===== config.mk =====
export PLATFORM = sky130hd
export DESIGN_NAME = pipe_hazard_ctrl
export DESIGN_NICKNAME = d
export VERILOG_FILES = /design/src/rtl/pipe_ctrl_pkg.sv /design/src/rtl/pipe_hazard_ctrl_hazard_detect.sv /design/src/rtl/pipe_hazard_ctrl.sv
export SDC_FILE = /design/constraint.sdc
export NUM_CORES = 1
export LEC_CHECK = 0
export CORE_MARGIN = 2
export CORE_UTILIZATION = 32
export DETAILED_ROUTE_END_ITERATION = 16
export GPL_ROUTABILITY_DRIVEN = 0
export GPL_TIMING_DRIVEN = 0
export MAX_ROUTING_LAYER = met4
export PLACE_DENSITY = 0.78
export SLEW_MARGIN = 30
export SYNTH_ARGS = -nofsm -noshare
export SYNTH_HDL_FRONTEND = slang
export SYNTH_SLANG_ARGS = --single-unit

===== constraint.sdc =====
create_clock -name clk -period 1.4 [get_ports clk]
set_input_delay 0.14 -clock clk [delete_from_list [all_inputs] [get_ports clk]]
set_output_delay 0.14 -clock clk [all_outputs]
set_load 0.005 [all_outputs]

===== src/rtl/pipe_ctrl_pkg.sv =====
// Shared definitions for the pipeline stall/flush controller: state encoding,
// default register-index width and the hard-wired zero register index.
package pipe_ctrl_pkg;

  typedef enum logic [1:0] {
    ST_RUN      = 2'd0,
    ST_LU_STALL = 2'd1,
    ST_MEM_WAIT = 2'd2
  } ctrl_state_t;

  localparam int REG_ADDR_W_DEF = 5;
  localparam int ZERO_REG       = 0;

endpackage


===== src/rtl/pipe_hazard_ctrl_hazard_detect.sv =====
// Load-use comparator: flags an FD instruction that reads the destination of a
// load currently in DE. Writes to the zero register never create a dependency.
module hazard_detect
  import pipe_ctrl_pkg::*;
#(
  parameter int REG_ADDR_W = REG_ADDR_W_DEF
) (
  input  logic                  de_mem_read,
  input  logic [REG_ADDR_W-1:0] de_dst_reg,
  input  logic [REG_ADDR_W-1:0] fd_rs,
  input  logic [REG_ADDR_W-1:0] fd_rt,
  input  logic                  fd_uses_rt,
  output logic                  hazard
);

  logic [REG_ADDR_W-1:0] src [2];
  logic [1:0]            src_used;
  logic [1:0]            src_match;

  assign src[0]   = fd_rs;
  assign src[1]   = fd_rt;
  assign src_used = {fd_uses_rt, 1'b1};

  genvar gi;
  generate
    for (gi = 0; gi < 2; gi++) begin : g_src
      assign src_match[gi] = src_used[gi] & (src[gi] == de_dst_reg);
    end
  endgenerate

  assign hazard = de_mem_read & (de_dst_reg != REG_ADDR_W'(ZERO_REG)) & (|src_match);

endmodule


===== src/rtl/pipe_hazard_ctrl.sv =====
// Stall/flush controller for the 5-stage pipeline (PC, FD, DE, EM, MW registers).
// Define PIPE_HAZARD_STALL_CNT_EN to add the stall_cycles / flush_events counters.
module pipe_hazard_ctrl
  import pipe_ctrl_pkg::*;
#(
  parameter int LOAD_STALL_CYCLES = 1,
  parameter int REG_ADDR_W        = REG_ADDR_W_DEF
) (
  input  logic                  clk,
  input  logic                  reset,
  input  logic [REG_ADDR_W-1:0] fd_rs,
  input  logic [REG_ADDR_W-1:0] fd_rt,
  input  logic                  fd_uses_rt,
  input  logic                  de_mem_read,
  input  logic [REG_ADDR_W-1:0] de_dst_reg,
  input  logic                  em_mem_access,
  input  logic                  mem_ready,
  input  logic                  em_branch_taken,
  output logic                  pc_wren,
  output logic                  fd_wren,
  output logic                  de_wren,
  output logic                  em_wren,
  output logic                  mw_wren,
  output logic                  fd_flush,
  output logic                  de_flush,
  output logic                  em_flush,
  output logic                  pc_sel
`ifdef PIPE_HAZARD_STALL_CNT_EN
  ,
  output logic [31:0]           stall_cycles,
  output logic [15:0]           flush_events
`endif
);

  localparam logic [2:0] STALL_INIT = 3'(LOAD_STALL_CYCLES - 1);

  ctrl_state_t state_reg, state_next;
  ctrl_state_t ret_state_reg, ret_state_next;
  ctrl_state_t eff_state;
  logic [2:0]  cnt_reg, cnt_next;
  logic        hazard;
  logic        freeze;

  hazard_detect #(
    .REG_ADDR_W (REG_ADDR_W)
  ) u_hazard_detect (
    .de_mem_read (de_mem_read),
    .de_dst_reg  (de_dst_reg),
    .fd_rs       (fd_rs),
    .fd_rt       (fd_rt),
    .fd_uses_rt  (fd_uses_rt),
    .hazard      (hazard)
  );

  assign freeze = em_mem_access & ~mem_ready;
  // On the release cycle of a freeze the controller behaves as the state it left.
  assign eff_state = (state_reg == ST_MEM_WAIT) ? ret_state_reg : state_reg;

  always_comb begin
    pc_wren        = 1'b1;
    fd_wren        = 1'b1;
    de_wren        = 1'b1;
    em_wren        = 1'b1;
    mw_wren        = 1'b1;
    fd_flush       = 1'b0;
    de_flush       = 1'b0;
    em_flush       = 1'b0;
    pc_sel         = 1'b0;
    state_next     = ST_RUN;
    ret_state_next = ST_RUN;
    cnt_next       = cnt_reg;

    if (reset) begin
      {pc_wren, fd_wren, de_wren, em_wren, mw_wren} = 5'b0;
      {fd_flush, de_flush, em_flush}                = 3'b111;
      cnt_next                                      = 3'd0;
    end else if (freeze) begin
      {pc_wren, fd_wren, de_wren, em_wren, mw_wren} = 5'b0;
      state_next     = ST_MEM_WAIT;
      ret_state_next = (state_reg == ST_MEM_WAIT) ? ret_state_reg : state_reg;
    end else if (em_branch_taken) begin
      {fd_flush, de_flush, em_flush} = 3'b111;
      pc_sel                         = 1'b1;
      cnt_next                       = 3'd0;
    end else if (eff_state == ST_LU_STALL) begin
      pc_wren    = 1'b0;
      fd_wren    = 1'b0;
      de_flush   = 1'b1;
      cnt_next   = cnt_reg - 3'd1;
      state_next = (cnt_reg <= 3'd1) ? ST_RUN : ST_LU_STALL;
    end else if (hazard) begin
      pc_wren  = 1'b0;
      fd_wren  = 1'b0;
      de_flush = 1'b1;
      if (LOAD_STALL_CYCLES > 1) begin
        state_next = ST_LU_STALL;
        cnt_next   = STALL_INIT;
      end
    end
  end

  always_ff @(posedge clk) begin
    if (reset) begin
      state_reg     <= ST_RUN;
      ret_state_reg <= ST_RUN;
      cnt_reg       <= 3'd0;
    end else begin
      state_reg     <= state_next;
      ret_state_reg <= ret_state_next;
      cnt_reg       <= cnt_next;
    end
  end

`ifdef PIPE_HAZARD_STALL_CNT_EN
  logic [31:0] stall_cycles_reg;
  logic [15:0] flush_events_reg;

  always_ff @(posedge clk) begin
    if (reset) begin
      stall_cycles_reg <= 32'd0;
      flush_events_reg <= 16'd0;
    end else begin
      if (!pc_wren && stall_cycles_reg != 32'hFFFF_FFFF)
        stall_cycles_reg <= stall_cycles_reg + 32'd1;
      // pc_sel marks a branch actually serviced (not one held behind a freeze).
      if (pc_sel)
        flush_events_reg <= flush_events_reg + 16'd1;
    end
  end

  assign stall_cycles = stall_cycles_reg;
  assign flush_events = flush_events_reg;
`endif

endmodule

==> flow_metrics.py <==
metrics = {
    "outcome": {
        "status": "finished, violations left",
        "violations": "setup timing",
    },
    "synth": {
        "avgSynthCellArea_um2": 7.94,
        "ys_ff_latch": 7,
        "ys_seq_area_share_pct": 26.7,
        "synth_cell_type_count": 26,
        "ys_warn_count": 0,
        "syn_inst": 66,
        "syn_area_um2": 524,
        "synth_fp_nets": 90,
    },
    "finish": {
        "fin_nets": 135,
        "area_growth_pct": 92.1,
        "largest_register_ff_count": 3,
        "postLayoutCoreUtil_pct": 66.1,
        "fin_cells": 126,
        "insertedDiodeCount": 0,
        "drive_above_1_share_pct": 36.4,
        "fillers": 123,
    },
    "place": {
        "dp.cells": 112,
        "portBuffers": 30,
        "post-place-ws_ns": -0.923,
        "dp_hpwl_mm": 1.12,
    },
    "timing": {
        "final-setup-viol-count": 6,
        "worst_slew_pin_slew_ns": 0.271,
        "post-route-min-period_ns": 1.73,
        "postLayoutSetupSlackWorst_ns": -0.331,
        "finClkSkew_ns": 0.00331,
        "max_slew_margin_pct": 81.8,
        "finalCritPeriodShare_pct": 124,
        "max_freq_mhz": 578,
        "rsz0062_at_grt": "yes",
        "drv_slew": 0,
        "whs_ns": 0.225,
        "hold_viol": 0,
    },
    "cts": {
        "clk_pin_slew_ns": 0.05,
        "cts_tree": "yes",
        "cts_buffer_depth": 2,
        "holdBufCountCts": 0,
        "cts-root-buf": "clkbuf_4",
        "cts_inserted_buffers": 3,
        "clock-sinks": 7,
        "htree_levels": 1,
        "clk_latency_ns": 0.25,
    },
    "worst_setup_path": {
        "r2r_end": "cnt_reg[1]$_SDFFE_PP0P_",
        "crit_path_end": "de_flush",
        "critical_path_arrival_ns": 1.59,
        "r2r_slack_ns": -0.04,
        "cp.required_ns": 1.26,
        "critPathMaxFanout": 2,
        "path_class": "register to output port",
        "endpoint_kind": "output port",
        "reg2reg_from": "ret_state_reg[1]$_SDFF_PP0_",
        "startpoint_type": "register",
        "cp-startpoint": "ret_state_reg[1]$_SDFF_PP0_",
        "reg2reg_depth": 6,
    },
    "floorplanning": {
        "die_w_um": 44.5,
        "core-area_mm2": 0.00152,
        "rows": 14,
        "pin_count": 31,
        "dieArea_mm2": 0.00198,
        "initial_utilization_pct": 34.4,
        "die_y_um": 44.5,
    },
    "route": {
        "drc": 0,
        "firstDrtPassIters": 4,
        "ant_nets": 0,
        "drt-total-wl_mm": 1.60,
        "wl_per_cell_um": 12.7,
        "drtIter0Drc": 4,
        "vias": 637,
        "viasPerCell": 5.06,
    },
    "global_routing": {
        "grt_use_total_pct": 17.1,
        "grt_pass1_vias": 630,
        "grt_overflow": 0,
        "grt_pass1_wl_mm": 2.45,
        "antenna_found_initial": 0,
        "grt_max_degree": 11,
    },
    "flow_run": {
        "maxCapViolCount": 0,
    },
    "pwr": {
        "powerDensity_mw_per_mm2": 586,
        "p_leak_nw": 0.423,
        "p_total_w": 0.000590,
        "ir_drop_uv": 266,
    },
    "worst_hold_path": {
        "min_path_type": "input port to register",
    },
}
cell usage after synthesis:
master	number	area [um^2]
a21o_1	1	7.51
a21oi_1	4	20.0
a2bb2oi_1	1	8.76
a311o_1	1	10.0
a31oi_1	1	6.26
and4bb_2	1	12.5
buf_4	4	30.0
clkbuf_1	1	3.75
dfxtp_1	7	140
ha_1	2	25.0
inv_1	5	18.8
nand2_1	4	15.0
nand2b_1	2	12.5
nand3_1	1	5.00
nand4_1	1	6.26
nor2_1	4	15.0
nor2b_1	2	12.5
nor3_1	4	20.0
o211ai_1	1	7.51
o21a_1	1	7.51
o21ai_0	3	15.0
o22ai_1	1	6.26
o31ai_1	1	7.51
o32ai_1	1	8.76
or4_1	2	15.0
xnor2_1	10	87.6
through the flow:
| step | instance area (um^2) | setup TNS [ns] |
|---|---|---|
| floorplan | 524 | 0 |
| global placement | 845 | -4.65 |
| detailed placement | 845 | -4.81 |
| CTS | 972 | -0.857 |
| global route | 1010 | -1.38 |
| finish | 1010 | -0.888 |
kinds of logic after synthesis:
| family | count (synthesis) | synth area share (%) |
|---|---|---|
| and+or+nand+nor | 21 | 21.7 |
| xor gates and xnor gates | 10 | 16.7 |
| buffers and inverters | 10 | 10.0 |
| DFF | 7 | 26.7 |
| adders and majority gates | 2 | 4.77 |
| AOI/OAI and AO/OA | 16 | 20.1 |
cells in the final DEF, fill, tap and decap left out, drive strengths merged, types with 2 or more instances in the layout:
master	instances
dlygate4sd2	8
nor2b	2
nand2	4
nor3	4
ha	2
nand2b	2
nor2	4
clkbuf	6
buf	21
xnor2	10
a21oi	4
o21ai	3
inv	5
or4	2
clkdlybuf4s50	13
dfxtp	7
cell type report:
class	instances	area, um^2	area share, %
Inverter	5	18.8	1.86
Tap cell	16	20.0	1.99
Buffer	5	41.3	4.10
Multi-Input combinational cell	49	410	40.7
Timing Repair Buffer	40	347	34.4
Sequential cell	7	144	14.3
Clock buffer	4	26.3	2.61
timing repair:
action | CTS | global route
gates resized for setup | 55 | 8
pin swaps | 10 | 12
setup buffers | 9 | 2
endpoints found under the setup margin | 9 | 8
worst max-delay path, stage by stage, from the launching register on:
cell and delay (ns):
dfxtp_2 0.32, and4bb_2 0.26, buf_6 0.12, o31ai_4 0.18
inv_1 0.06, a311o_1 0.26, buf_2 0.13
metal layers:
layer,global-route usage [%],up-vias,wire length [um]
met1,18.1,286,655
met5,-,-,0
li1,-,319,-
met4,5.45,0,11
met3,5.31,2,94
met2,29.9,30,841
where the power goes:
part / internal, W / switching (W) / leakage, nW
combinational: 0.000128 / 0.0000767 / 0.350
sequential: 0.000201 / 0.000000513 / 0.0579
clock: 0.000109 / 0.0000757 / 0.0150
worst min-delay path by stage:
stage	start	endpoint	slack, ns	depth (start not counted)
2_1_floorplan	reset	de_wren	0.33	1
3_3_place_gp	cnt_reg[0]$_SDFFE_PP0P_	cnt_reg[0]$_SDFFE_PP0P_	0.46	2
3_5_place_dp	state_reg[1]$_SDFF_PP0_	ret_state_reg[1]$_SDFF_PP0_	0.48	2
4_1_cts	em_mem_access	state_reg[1]$_SDFF_PP0_	0.32	3
5_1_grt	em_mem_access	ret_state_reg[1]$_SDFF_PP0_	0.23	3
6_report	em_mem_access	ret_state_reg[1]$_SDFF_PP0_	0.23	3
Note: power is estimated with default switching activity, not from simulation.
